===== src/rtl/hazard_ctrl_pkg.sv =====
// -----------------------------------------------------------------------------
// hazard_ctrl_pkg
// Shared pipeline definitions for the hazard controller:
//   - ctrl_state_e : hazard-controller FSM encodings (RUN/MEMWAIT/ERROR)
//   - nop_ctrl_t   : control fields that are zeroed to turn an instruction
//                    into a NOP (RegWrite, MemWrite, CondMov)
//   - load_use_hit : load-use dependency detect between EX load and ID sources
// -----------------------------------------------------------------------------
package hazard_ctrl_pkg;

    typedef enum logic [1:0] {
        ST_RUN     = 2'd0,
        ST_MEMWAIT = 2'd1,
        ST_ERROR   = 2'd2
    } ctrl_state_e;

    // Fields cleared by IFID_Flush / IDEX_Bubble / MEMWB_Bubble.
    typedef struct packed {
        logic reg_write;
        logic mem_write;
        logic cond_mov;
    } nop_ctrl_t;

    localparam nop_ctrl_t NOP_CTRL = '{reg_write: 1'b0, mem_write: 1'b0, cond_mov: 1'b0};

    // r0 is hard-wired zero, so a load targeting it never creates a dependency.
    function automatic logic load_use_hit(
        input logic       ex_mem_read,
        input logic [4:0] ex_wr_reg,
        input logic [4:0] id_rs,
        input logic [4:0] id_rt
    );
        return ex_mem_read && (ex_wr_reg != 5'd0) &&
               ((ex_wr_reg == id_rs) || (ex_wr_reg == id_rt));
    endfunction

endpackage


===== src/rtl/hazard_ctrl_sat_counter.sv =====
// -----------------------------------------------------------------------------
// sat_counter
// Up-counter that sticks at all-ones instead of wrapping.
// Ports:
//   Clk   - clock, rising edge
//   Rst   - synchronous active-high clear
//   Inc   - count enable for this cycle
//   Count - current count value (W bits)
// -----------------------------------------------------------------------------
module sat_counter #(
    parameter int W = 16
) (
    input  logic         Clk,
    input  logic         Rst,
    input  logic         Inc,
    output logic [W-1:0] Count
);

    always_ff @(posedge Clk) begin
        if (Rst) begin
            Count <= '0;
        end else if (Inc && (Count != {W{1'b1}})) begin
            Count <= Count + W'(1);
        end
    end

endmodule


===== src/rtl/hazard_ctrl.sv =====
// -----------------------------------------------------------------------------
// hazard_ctrl
// Pipeline hazard controller: freezes the pipeline on slow data-memory
// accesses (with timeout to a sticky error), stalls on load-use dependencies
// and flushes IF/ID on taken branches.
//
// state   | meaning
// --------+-----------------------------------------------------------------
// RUN     | normal flow; a MEM request without ready freezes and enters MEMWAIT
// MEMWAIT | waiting on data memory; frozen until DMem_Ready, times out to ERROR
// ERROR   | memory timed out; pipeline frozen, Mem_Err set, left only by Rst
//
// Ports:
//   Clk, Rst                         - clock / synchronous active-high reset
//   ID_Rs, ID_Rt                     - ID-stage source registers
//   EX_MemRead, EX_WriteRegister     - EX-stage load and its destination
//   ID_BranchTaken                   - branch resolved taken in ID
//   MEM_DMemReq, DMem_Ready          - MEM-stage access active / completes
//   PC_Write .. EXMEM_Write          - stage-register write enables
//   IFID_Flush, IDEX_Bubble,
//   MEMWB_Bubble                     - NOP insertion controls
//   Mem_Err                          - sticky memory timeout
//   Stall_Cnt                        - saturating count of stall cycles
//   Ctrl_State                       - current FSM state
// -----------------------------------------------------------------------------
module hazard_ctrl
    import hazard_ctrl_pkg::*;
#(
    parameter int MEM_TIMEOUT = 16,
    parameter int CNT_W       = 16
) (
    input  logic             Clk,
    input  logic             Rst,
    input  logic [4:0]       ID_Rs,
    input  logic [4:0]       ID_Rt,
    input  logic             EX_MemRead,
    input  logic [4:0]       EX_WriteRegister,
    input  logic             ID_BranchTaken,
    input  logic             MEM_DMemReq,
    input  logic             DMem_Ready,
    output logic             PC_Write,
    output logic             IFID_Write,
    output logic             IDEX_Write,
    output logic             EXMEM_Write,
    output logic             IFID_Flush,
    output logic             IDEX_Bubble,
    output logic             MEMWB_Bubble,
    output logic             Mem_Err,
    output logic [CNT_W-1:0] Stall_Cnt,
    output logic [1:0]       Ctrl_State
);

    localparam int WAIT_W = (MEM_TIMEOUT < 2) ? 1 : $clog2(MEM_TIMEOUT + 1);

    ctrl_state_e       state_q, state_d;
    logic [WAIT_W-1:0] wait_cnt_q;
    logic              freeze;
    logic              load_use;

    always_ff @(posedge Clk) begin
        if (Rst) begin
            state_q <= ST_RUN;
        end else begin
            state_q <= state_d;
        end
    end

    // Only MEMWAIT counts; every other state holds it at zero, which also
    // gives the clear-on-entry behaviour.
    always_ff @(posedge Clk) begin
        if (Rst || (state_q != ST_MEMWAIT)) begin
            wait_cnt_q <= '0;
        end else begin
            wait_cnt_q <= wait_cnt_q + WAIT_W'(1);
        end
    end

    always_comb begin
        state_d = state_q;
        freeze  = 1'b0;
        case (state_q)
            ST_RUN: begin
                if (MEM_DMemReq && !DMem_Ready) begin
                    freeze  = 1'b1;
                    state_d = ST_MEMWAIT;
                end
            end
            ST_MEMWAIT: begin
                // The ready cycle itself advances the pipeline.
                if (DMem_Ready) begin
                    state_d = ST_RUN;
                end else begin
                    freeze = 1'b1;
                    if (wait_cnt_q == WAIT_W'(MEM_TIMEOUT - 1)) begin
                        state_d = ST_ERROR;
                    end
                end
            end
            ST_ERROR: begin
                freeze = 1'b1;
            end
            default: begin
                state_d = ST_RUN;
            end
        endcase
    end

    assign load_use = load_use_hit(EX_MemRead, EX_WriteRegister, ID_Rs, ID_Rt);

    // Priority: reset > memory freeze > load-use > branch flush.
    always_comb begin
        PC_Write     = 1'b1;
        IFID_Write   = 1'b1;
        IDEX_Write   = 1'b1;
        EXMEM_Write  = 1'b1;
        IFID_Flush   = 1'b0;
        IDEX_Bubble  = 1'b0;
        MEMWB_Bubble = 1'b0;
        if (Rst) begin
            PC_Write     = 1'b0;
            IFID_Write   = 1'b0;
            IDEX_Write   = 1'b0;
            EXMEM_Write  = 1'b0;
            IDEX_Bubble  = 1'b1;
            MEMWB_Bubble = 1'b1;
        end else if (freeze) begin
            PC_Write     = 1'b0;
            IFID_Write   = 1'b0;
            IDEX_Write   = 1'b0;
            EXMEM_Write  = 1'b0;
            MEMWB_Bubble = 1'b1;
        end else if (load_use) begin
            // Hold PC/IFID so the dependent instruction re-decodes; a
            // concurrent branch is dropped and re-resolves after the stall.
            PC_Write    = 1'b0;
            IFID_Write  = 1'b0;
            IDEX_Bubble = 1'b1;
        end else if (ID_BranchTaken) begin
            IFID_Flush = 1'b1;
        end
    end

    sat_counter #(
        .W (CNT_W)
    ) u_stall_cnt (
        .Clk   (Clk),
        .Rst   (Rst),
        .Inc   (freeze || load_use),
        .Count (Stall_Cnt)
    );

    assign Mem_Err    = (state_q == ST_ERROR);
    assign Ctrl_State = state_q;

endmodule


===== config.mk =====
export PLATFORM = sky130hd
export DESIGN_NAME = hazard_ctrl
export DESIGN_NICKNAME = d
export VERILOG_FILES = /design/src/rtl/hazard_ctrl_pkg.sv /design/src/rtl/hazard_ctrl_sat_counter.sv /design/src/rtl/hazard_ctrl.sv
export SDC_FILE = /design/constraint.sdc
export NUM_CORES = 1
export LEC_CHECK = 0
export ABC_AREA = 0
export CORE_UTILIZATION = 40
export DETAILED_ROUTE_END_ITERATION = 10
export PLACE_DENSITY = 0.84
export SLEW_MARGIN = 5
export SYNTH_ARGS = -nofsm -noshare
export SYNTH_HDL_FRONTEND = slang
export SYNTH_SLANG_ARGS = --single-unit

===== constraint.sdc =====
create_clock -name Clk -period 1.9 [get_ports Clk]
set_input_delay 0.38 -clock Clk [delete_from_list [all_inputs] [get_ports Clk]]
set_output_delay 0.38 -clock Clk [all_outputs]
set_load 0.02 [all_outputs]

Word level (Yosys, flattened, before mapping):

Cells that the tools add are included.

* $add $sub $neg: 2
* $mul: 0
* div/mod/pow operators: 0
* magnitude comparators: 0
* equal/unequal tests: 9
* shift-type cells: 0
* multiplexer cells: 21
* bitwise logic cells: 1
* reduce and logical (&&, ||, !) cells: 11

Operators by type and width (count)
* adder 16 x 1 -> 16 bit, second input constant: 1
* 2-to-1 mux 1 bit: 16
* != test 16 bit, second input constant: 1
* equality test 5 bit: 2
* 2-to-1 mux 2 bit: 3
* one-hot mux 2 bit (3 select lines): 1
* adder 5 x 1 -> 5 bit, second input constant: 1
* equality test 5 x 4 -> 1 bit, second input constant: 1
* nonzero test 5 bit: 1
* logical AND 1 bit: 4
* logical OR 1 bit: 3
* != test 3 bit, second input constant: 1
* one-hot mux 1 bit (3 select lines): 1
* AND reduction 3 bit: 1
* equality test 2 x 1 -> 1 bit, second input constant: 1
* equality test 2 bit, second input constant: 1
* zero test 2 bit: 1
* != test 2 x 1 -> 1 bit, second input constant: 1
* != test 2 bit, second input constant: 1
* zero test 1 bit: 1
* NOT 1 bit: 1

* register bits after elaboration: 23
* latch bits: 0
* bits in writable memories: 0
* memory bits (read-only): 0
* input bits: 21
* output and inout port bits: 26
* word-level logic and storage cells: 47
* memories kept: 0

Longest topological paths before layout:

Gate-level depths: netlist (run 1).

* depth after elaboration: 6
* gate-level depth with buffers: 9

Modules after synthesis:

A second synthesis (run 1) with hierarchy kept.

* cells, all modules: 155
* area total of the unflattened synthesis: 1318.8 um^2

By module, submodules not included
* sat_counter: times used 1, cells an instance 99, area each 848.3 um^2
* hazard_ctrl: times used 1, cells an instance 56, area each 470.5 um^2

Worst setup path after synthesis (run 1):

No wires, ideal clock.

* path type: register to output
* start point: register state_q[0], in the netlist Ctrl_State[0]
* end point: output port IFID_Flush
* data arrival time: 2.255 ns
* data required time: 1.520 ns
* slack: -0.735 ns
* cell stages (with the launch flop): 7
* cells stage by stage: dfxtp_1 -> nand2b_1 -> o21a_1 -> nor2b_1 -> inv_1 -> nor2_1 -> and2_1

* longest elaborated chain between the ends: 4
* elaborated cells on any way between the ends: 6
* those cells by class: eq/ne: 2; mux: 3; reduce/logical: 1

Ends and longest elaborated chain
* from (decl): line hazard_ctrl.sv:55 `ctrl_state_e state_q, state_d;`
* from (signal assigned): line hazard_ctrl.sv:64 `state_q <= state_d;`
* equality test 2 bit (tied with other cells): line hazard_ctrl.sv:81 `case (state_q)`
* one-hot mux 1 bit (3 select lines) (*): line hazard_ctrl.sv:81
* 2-to-1 mux 1 bit (*): line hazard_ctrl.sv:126 `end else if (freeze) begin`
* 2-to-1 mux 1 bit (*): line hazard_ctrl.sv:119 `if (Rst) begin`
* to (decl): line hazard_ctrl.sv:45 `output logic IFID_Flush,`

Mark *: on every way between the ends. The rest lies on a longest branch, timed or not.

Worst setup path in the final report (run 1):

* start point: input port ID_Rs[4]
* end point: output port IFID_Flush

* longest elaborated chain between the ends: 6

Ends and longest elaborated chain
* from (decl): line hazard_ctrl.sv:34 `input logic [4:0] ID_Rs,`
* equality test 5 bit: line hazard_ctrl_pkg.sv:34 `((ex_wr_reg == id_rs) || (ex_wr_reg == id_rt));`
* logical OR 1 bit: line hazard_ctrl_pkg.sv:34
* logical AND 1 bit: line hazard_ctrl_pkg.sv:33 `return ex_mem_read && (ex_wr_reg != 5'd0) &&`
* 2-to-1 mux 1 bit: line hazard_ctrl.sv:132 `end else if (load_use) begin`
* 2-to-1 mux 1 bit: line hazard_ctrl.sv:126
* 2-to-1 mux 1 bit: line hazard_ctrl.sv:119

Every way passes these cells.

==> out/metrics.yaml, run 1 <==
outcome:
  status: "finished, violations left"
  violations: "setup timing"
power:
  p_switching_uw: 283
  p_clk_share_pct: 23.2
  combPwrFrac_pct: 27.3
  switching_share_pct: 28.3
  ir_worst_vdd_mv: 0.217
  cellLeakagePower_uw: 0.000939
  p_int_uw: 717
  pwr_density_cell_nw_per_um2: 437
  p_seq_share_pct: 49.5
synth:
  synth_compound_area_share_pct: 17.3
  ys_warn_count: 0
  synth.area.mux_share_pct: 2.59
  synth_top_family_by_area: "simple AND/OR/NAND/NOR gates"
  yosysUniqueCellTypes: 37
  synth_area_um2: 1310
  synthSimpleGateAreaFrac_pct: 28.1
  syn_inst: 154
  synth-seq-cells: 23
  synth_xor_area_share_pct: 8.72
  yosysSeqAreaShare_pct: 35.2
  synthTopCellsByArea: "dfxtp_1 (35%), xnor2_1 (7.4%), a21oi_1 (5.0%)"
  synth_adder_area_share_pct: 2.87
  yosysTopAreaCell: "dfxtp_1"
  syn_avg_cell_area_um2: 8.48
  yosysTopAreaCellShare_pct: 35.2
  synthesis.nets: 178
die:
  num_rows: 20
  initial_core_util_pct: 42.4
  die_x_um: 59.1
  die-area_um2: 3500
  coreArea_um2: 3080
  die_y_um: 59.1
  io_pins: 47
setup_path:
  path_max_fanout: 3
  critical_path.reg2reg.endpoint: "u_stall_cnt.Count[9]"
  worstSetupEndpointType: "output pin"
  critPathRequiredTime_ns: 1.52
  cp-start-kind: "input pin"
  endpoint: "IFID_Flush"
  reg2reg_depth: 8
  rrSetupSlack_ns: -0.01
  cp.arrival_ns: 1.60
  r2r-start: "u_stall_cnt.Count[1]"
  worstSetupStartpoint: "ID_Rs[4]"
  path_class: "input pin to output pin"
flow_run:
  maxCapViolCount: 0
drt:
  via_per_inst: 5.06
  drc_errors: 0
  antenna_left: 0
  drt_pre_antenna_iters: 4
  wl_per_cell_um: 12.6
  num_vias: 1402
  drtIter0Drc: 57
  wirelength_um: 3480
clock_tree:
  cts_hold_buffers: 0
  cts.sinks: 23
  numCtsBuffers: 3
  clkTransAtPathRegs_ns: 0.12
  htree_levels: 1
  root_buffer: "clkbuf_4"
  cts.path.max_buffers: 2
  clock_latency_ns: 0.32
  cts_tree: "done"
final_layout:
  postLayoutCoreUtil_pct: 74.4
  antennaDiodeCount: 0
  syn_to_final_growth_pct: 75.3
  layout.nets: 258
  final_layout_size_suffix_gt1_share_pct: 44.6
hold_path:
  worstHoldStart: "wait_cnt_q[0]"
  hold_path_class: "flop to flop"
timing:
  setup_slack_ns: -0.0753
  timing.final.crit_share_pct: 104
  hold_violations: 0
  period_minus_slack_ns: 1.98
  slew_headroom_pct: 79.2
  rsz0062_at_grt: "yes"
  max_freq_ghz: 0.506
  slew_violations: 0
  skew_ns: 0.00640
  tightest_slew_ns: 0.303
  finalSetupViolCount: 7
placement:
  place_ws_ns: -0.948
  gp_congestion: 0.770
  hpwl_um: 2340
  io_buffers: 46
global_route:
  grt_pass1_wl_um: 5450
  grt_overflow: 0
  grt_antenna_before_repair: 0
  first_global_vias: 1321
  grt_max_degree: 21
  grt_usage_pct: 20.2
layout make-up:
cell class              count  area (um^2)
multi-input cells         119         1030
fillers                   231          788
repair buffers             82          686
flip-flops and latches     23          477
well taps                  44         55.1
clock buffers               4         26.3
inverters                   5         18.8
cell usage in the layout (no fill, tap or decap), types with 2 or more instances in the layout:
master / synthesis / layout
xor2_1: 2 / 2
inv_1: 5 / 4
a21oi_2: 0 / 5
dfxtp_1: 23 / 12
clkdlybuf4s50_1: 0 / 21
buf_4: 4 / 33
xnor2_1: 11 / 6
nor2b_1: 4 / 3
ha_1: 3 / 2
nand2b_4: 0 / 2
or4_4: 0 / 4
dfxtp_2: 0 / 10
or3_1: 4 / 4
buf_2: 0 / 9
xnor2_2: 0 / 4
nand3_1: 10 / 8
clkbuf_4: 0 / 3
o21ai_0: 5 / 4
nor2_1: 15 / 13
buf_6: 1 / 6
o31ai_1: 5 / 4
mux2_2: 2 / 2
or4_1: 6 / 2
nand2_1: 9 / 8
nand3_2: 0 / 2
nor2_4: 0 / 2
and2_4: 0 / 2
a21oi_1: 13 / 7
clkdlybuf4s15_1: 0 / 4
dlygate4sd2_1: 0 / 8
and3_1: 4 / 4
state kept, by name, indices dropped and copies added, names as in the netlist:
signal and flops:
u_stall_cnt.Count 16, Ctrl_State 2, wait_cnt_q 5
Yosys cell counts:
master / instances
a41oi_1: 1
nand2_1: 9
clkbuf_1: 2
mux2_1: 1
and2_1: 3
buf_6: 1
nor2b_1: 4
a21o_1: 1
mux2_2: 2
o22ai_1: 1
or4_1: 6
a2111oi_0: 1
ha_1: 3
a21oi_1: 13
nor2_1: 15
xor2_1: 2
a2bb2oi_4: 1
nor4bb_1: 2
buf_4: 4
and3_1: 4
xnor2_1: 11
nand2b_1: 3
nor3_1: 2
o22a_1: 1
or3_1: 4
o21a_1: 2
nor4_2: 1
nand3_1: 10
or3_2: 1
dfxtp_1: 23
o21bai_1: 1
o31ai_1: 5
nand4_2: 1
inv_1: 5
o21ai_1: 2
o21ai_0: 5
nand4_1: 1
stage by stage:
stage               hold slack [ns]  cells  TNS [ns]  power, uW  instance area [um^2]
floorplan                     0.418    154   -0.0414        618                  1360
global placement              0.432    264    -13.58        729                  2020
detailed placement            0.441    264    -14.35        732                  2020
CTS                           0.462    271   -0.0696        957                  2100
global route                  0.474    277     -1.09       1040                  2290
finish                        0.460    277    -0.208       1000                  2290
how the worst min path moves through the flow:
stage | end | depth (start not counted)
6_report | wait_cnt_q[0] | 1
4_1_cts | wait_cnt_q[0] | 1
2_1_floorplan | wait_cnt_q[0] | 1
5_1_grt | Ctrl_State[1] | 4
3_5_place_dp | wait_cnt_q[0] | 1
3_3_place_gp | wait_cnt_q[0] | 1
power by group through the flow:
stage	Sequential [uW]	Combinational [uW]	Clock [uW]
floorplan	514	104	0
global placement	504	224	0
detailed placement	504	227	0
CTS	494	233	230
global route	496	292	255
finish	495	273	232
logic make-up after synthesis:
family | Yosys count
flops | 23
simple gates | 66
xor+xnor | 13
mux | 3
compound gates | 34
buf+inv | 12
fa+ha+maj | 3
what timing repair did:
action	CTS	global route
gates resized for setup	86	32
pin swaps	23	16
endpoints found under the setup margin	24	22
cloned	0	1
setup buffers	3	5
worst max-delay path, cell delays in order:
cell,delay (ns)
dlygate4sd2_1,0.24
xnor2_1,0.17
nand3_2,0.11
o22a_1,0.24
nor2_4,0.13
nor2_4,0.04
and2_4,0.15
buf_6,0.12
per-layer routing:
layer	wire, um	vias up	global-route usage [%]
met5	0	-	0
li1	-	710	-
met4	57	0	10.5
met2	1840	43	34.1
met1	1480	644	24.8
met3	112	5	3.28
Power figures use the tool's default switching activity.
==> run 2, diff against run 1 <==
PLACE_DENSITY = 0.83   (was 0.84)
SYNTH_HIERARCHICAL = 1   (was default)
==> out/metrics.yaml, run 2 <==
outcome:
  status: "finished, violations left"
  violations: "setup timing"
power:
  p_int_uw: 685
  combPwrFrac_pct: 23.6
  p_clk_share_pct: 24.8
  pwr_density_cell_nw_per_um2: 424
  cellLeakagePower_uw: 0.000943
  ir_worst_vdd_mv: 0.399
  p_seq_share_pct: 51.7
  p_switching_uw: 271
  p_total_uw: 955
  switching_share_pct: 28.3
die:
  num_rows: 20
  coreArea_um2: 3100
  die-area_um2: 3530
  die_x_um: 59.4
  io_pins: 47
  initial_core_util_pct: 42.5
  die_y_um: 59.4
clock_tree:
  clkTransAtPathRegs_ns: 0.13
  clock_latency_ns: 0.33
  cts.path.max_buffers: 2
  cts.sinks: 23
  htree_levels: 1
  root_buffer: "clkbuf_4"
  cts_hold_buffers: 0
  numCtsBuffers: 3
  cts_tree: "done"
timing:
  max_freq_ghz: 0.493
  timing.final.crit_share_pct: 107
  finalSetupTns_ns: -1.17
  slew_violations: 0
  period_minus_slack_ns: 2.03
  tightest_slew_ns: 0.410
  rsz0062_at_grt: "yes"
  hold_violations: 0
  skew_ns: 0.00813
  setup_slack_ns: -0.130
  fin_hold_ws_ns: 0.470
  finalSetupViolCount: 17
  slew_headroom_pct: 72.0
synth:
  synth-seq-cells: 23
  yosysTopAreaCellShare_pct: 34.9
  ys.flop_type: "dfxtp_1"
  yosysUniqueCellTypes: 41
  synth-edff-count: 0
  yosysMostFrequentCell: "dfxtp_1"
  synthesis.nets: 179
  synthTopCellsByCount: "dfxtp_1 (23), nor2_1 (14), xnor2_1 (13)"
  ys_warn_count: 6
  syn_inst: 155
  synth_area_um2: 1320
  synthTopCellsByArea: "dfxtp_1 (35%), xnor2_1 (8.6%), a21oi_1 (4.2%)"
  synthArstFlopShare_pct: 0
  syn_avg_cell_area_um2: 8.51
  yosysSeqAreaShare_pct: 34.9
  yosysTopAreaCell: "dfxtp_1"
drt:
  drtIter0Drc: 75
  antenna_left: 0
  via_per_inst: 5.60
  drc_errors: 0
  wl_per_cell_um: 16.8
  num_vias: 1528
  drt_pre_antenna_iters: 4
  wirelength_um: 4590
final_layout:
  syn_to_final_growth_pct: 70.8
  fin_area_um2: 2250
  final_common_cell: "buf_4"
  layout.nets: 254
  antennaDiodeCount: 0
  postLayoutCoreUtil_pct: 72.6
  final_cell_mix: "buf_4 (27), clkdlybuf4s50_1 (19), dfxtp_1 (19)"
  largest_reg_flops: 16
  final_layout_size_suffix_gt1_share_pct: 35.8
  top_register: "u_stall_cnt/Count"
global_route:
  grt_usage_pct: 25.1
  grt_pass1_wl_um: 6750
  first_global_vias: 1509
  grt_overflow: 0
  grt_max_degree: 22
  grt_antenna_before_repair: 0
setup_path:
  path_max_fanout: 3
  worstSetupEndpointType: "flop"
  cp-start-kind: "input pin"
  path_class: "input pin to flop"
  cp.arrival_ns: 2.26
  critPathRequiredTime_ns: 2.13
placement:
  gp_congestion: 0.818
  placed_area_um2: 2040
  io_buffers: 46
  hpwl_um: 2970
flow_run:
  maxCapViolCount: 0
hold_path:
  hold_path_class: "flop to flop"
run 2: metrics by stage:
| stage | worst slack [ns] | cells |
|---|---|---|
| global route | -0.177 | 273 |
| finish | -0.130 | 273 |
| CTS | -0.133 | 270 |
| floorplan | -0.0599 | 155 |
| global placement | -0.901 | 261 |
| detailed placement | -0.958 | 261 |
run 2: final timing paths:
kind	from	endpoint	depth (start not counted)	slack, ns
max	ID_Rt[4]	u_stall_cnt/Count[8]	11	-0.13
min	wait_cnt_q[0]	wait_cnt_q[0]	1	0.47
max reg2reg	Ctrl_State[1]	u_stall_cnt/Count[8]	11	-0.10
min reg2reg	wait_cnt_q[0]	wait_cnt_q[0]	1	0.47
run 2: repair_timing:
item | in CTS | in global routing
setup buffers | 5 | 2
pin swaps | 22 | 12
resized for setup | 70 | 34
cloned | 0 | 1
setup endpoints to repair | 23 | 28
run 2: final cells by class:
cell class,instances,area [um^2]
fill,239,851
clock buffer,3,22.5
inverter,6,22.5
sequential,23,468
multi-input combinational,120,1010
timing repair buffer,76,673
tap,44,55.1
clock inverter,1,5.00
run 2: power groups by stage:
stage | combinational (uW) | sequential [uW] | clock [uW]
2_1_floorplan | 87.5 | 509 | 0
3_3_place_gp | 192 | 504 | 0
3_5_place_dp | 198 | 505 | 0
4_1_cts | 202 | 494 | 236
5_1_grt | 238 | 495 | 267
6_report | 225 | 494 | 237
run 2: logic make-up after synthesis:
kind of cell / share of synthesized area [%]
multiplexers: 1.61
buffers and inverters: 4.08
flip-flops: 34.9
adder cells (fa/ha/maj): 2.85
AND/OR/NAND/NOR: 30.5
XOR/XNOR: 9.30
AO/OA/AOI/OAI: 16.8
run 2: worst max-delay path: stages:
cell and delay (ns):
dlygate4sd2_1 0.28, xnor2_2 0.20, nand3_2 0.12, o22ai_4 0.19
a21o_1 0.19, buf_4 0.14, and4_4 0.25, buf_4 0.12
o311ai_2 0.10, xnor2_1 0.15, nor2b_1 0.14
run 2: layer usage:
| metal | vias up | global-route usage (%) | part of all wire, % |
|---|---|---|---|
| li1 | 721 | - | - |
| met1 | 726 | 29.5 | 38 |
| met2 | 67 | 44.3 | 53 |
| met3 | 14 | 6.33 | 5.7 |
| met4 | 0 | 8.16 | 2.9 |
| met5 | - | 0 | 0 |
==> run 3, diff against run 2 <==
CAP_MARGIN = 15   (was default)
CORE_ASPECT_RATIO = 1.4   (was default)
==> out/metrics.yaml, run 3 (same netlist as run 2, synthesis figures left out) <==
timing:
  skew_ns: 0.00230
  slew_headroom_pct: 76.0
  period_minus_slack_ns: 2.09
  setup_slack_ns: -0.186
  timing.final.crit_share_pct: 110
  slew_violations: 0
  rsz0062_at_grt: "yes"
  finalSetupViolCount: 15
  tightest_slew_ns: 0.357
  hold_violations: 0
  max_freq_ghz: 0.479
drt:
  wirelength_um: 4420
  drt_pre_antenna_iters: 4
  antenna_left: 0
  drc_errors: 0
  num_vias: 1547
  drtIter0Drc: 47
  via_per_inst: 5.67
  wl_per_cell_um: 16.2
setup_path:
  worstSetupEndpointType: "flop"
  path_depth: 10
  cp.arrival_ns: 2.26
  reg2reg_depth: 10
  path_max_fanout: 3
  cp_top_family: "simple AND/OR/NAND/NOR gates"
  critPathRequiredTime_ns: 2.08
  rrSetupSlack_ns: -0.05
  max_stage_delay_ns: 0.54
  cpMaxStageDelayCell: "or4_4"
  critical_path.reg2reg.endpoint: "u_stall_cnt/Count[12]"
  path_cells: "buf_8, or4_4, o21a_4, a21o_1, buf_4, buf_6, nand4_1, nor4_2, and3_1, nor3_1"
  r2r-start: "Ctrl_State[1]"
  path_class: "input pin to flop"
  cp_num_buf_inv: 3
  cp-start-kind: "input pin"
power:
  p_total_uw: 1050
  combPwrFrac_pct: 23.7
  cellLeakagePower_uw: 0.000920
  p_clk_share_pct: 29.4
  switching_share_pct: 26.7
  p_switching_uw: 281
  p_seq_share_pct: 46.9
  p_int_uw: 771
  pwr_density_cell_nw_per_um2: 445
  ir_worst_vdd_mv: 0.627
clock_tree:
  cts_hold_buffers: 0
  cts_tree: "done"
  cts.sinks: 23
  cts.path.max_buffers: 2
  numCtsBuffers: 3
  clkTransAtPathRegs_ns: 0.08
  clock_latency_ns: 0.27
  root_buffer: "clkbuf_8"
  htree_levels: 1
final_layout:
  final_cell_mix: "buf_4 (24), clkdlybuf4s50_1 (22), dfxtp_1 (21)"
  postLayoutCoreUtil_pct: 75.6
  layout.nets: 259
  final_layout_size_suffix_gt1_share_pct: 43.2
  top_register: "u_stall_cnt/Count"
  antennaDiodeCount: 0
  layoutNonFillerInstCount: 273
  largest_reg_flops: 16
  final_common_cell: "buf_4"
  syn_to_final_growth_pct: 79.0
global_route:
  grt_use_met1_pct: 22.9
  grt_pass1_wl_um: 6690
  grt.busiest_layer: "met2"
  grt_overflow: 0
  grt_antenna_before_repair: 0
  first_global_vias: 1553
  grt_usage_pct: 24.4
  met2_usage_pct: 48.7
  met3_usage_pct: 4.58
  grt_max_degree: 22
die:
  io_pins: 47
  coreArea_um2: 3120
  num_rows: 24
  initial_core_util_pct: 42.2
  die_y_um: 69.9
  die-area_um2: 3530
  die_x_um: 50.5
hold_path:
  hold_path_end: "wait_cnt_q[0]"
  worstHoldStart: "wait_cnt_q[0]"
  hold_path_class: "flop to flop"
  holdPathStages: 1
placement:
  dpl.cell_count: 258
  io_buffers: 46
  place_ws_ns: -1.03
  gp_congestion: 0.889
  hpwl_um: 2810
outcome:
  violations: "setup timing"
  status: "finished, violations left"
flow_run:
  maxCapViolCount: 0
-- run 3: final cells by class --
class | count | area, um^2
inverter | 6 | 27.5
fill | 220 | 762
clock buffer | 3 | 41.3
multi-input combinational | 120 | 1040
tap | 39 | 48.8
sequential | 23 | 465
timing repair buffer | 81 | 729
clock inverter | 1 | 5.00
-- run 3: worst max path at each step --
| stage | start | end | slack [ns] |
|---|---|---|---|
| final | EX_WriteRegister[1] | u_stall_cnt/Count[12] | -0.19 |
| after CTS | EX_WriteRegister[1] | u_stall_cnt/Count[4] | -0.11 |
| after global placement | EX_WriteRegister[1] | IFID_Flush | -0.98 |
| after global routing | EX_WriteRegister[1] | u_stall_cnt/Count[12] | -0.22 |
| after detailed placement | EX_WriteRegister[1] | IFID_Flush | -1.03 |
| after floorplan | EX_WriteRegister[1] | u_stall_cnt/Count[8] | -0.06 |
-- run 3: layer usage --
metal | vias up | routed length (um)
li1 | 726 | -
met1 | 757 | 1620
met2 | 58 | 2480
met3 | 6 | 263
met4 | 0 | 51
met5 | - | 0
-- run 3: power groups by stage --
stage	clock network [uW]	logic, uW	registers [uW]
finish	309	249	494
global route	330	264	495
CTS	314	217	493
detailed placement	0	200	505
global placement	0	196	504
floorplan	0	87.5	509
-- run 3: repair_timing --
item | in CTS | in global routing
resized for setup | 111 | 34
endpoints found under the setup margin | 23 | 22
setup buffers | 6 | 5
endpoints found under the hold margin | 0 | 0
pin swaps | 33 | 14
-- run 3: stage by stage --
step | TNS (ns) | instance area, um^2 | hold slack, ns
final | -1.03 | 2360 | 0.480
after global routing | -1.77 | 2360 | 0.489
after CTS | -0.640 | 2220 | 0.473
after detailed placement | -16.52 | 2050 | 0.461
after global placement | -15.71 | 2050 | 0.430
after floorplan | -0.215 | 1400 | 0.418
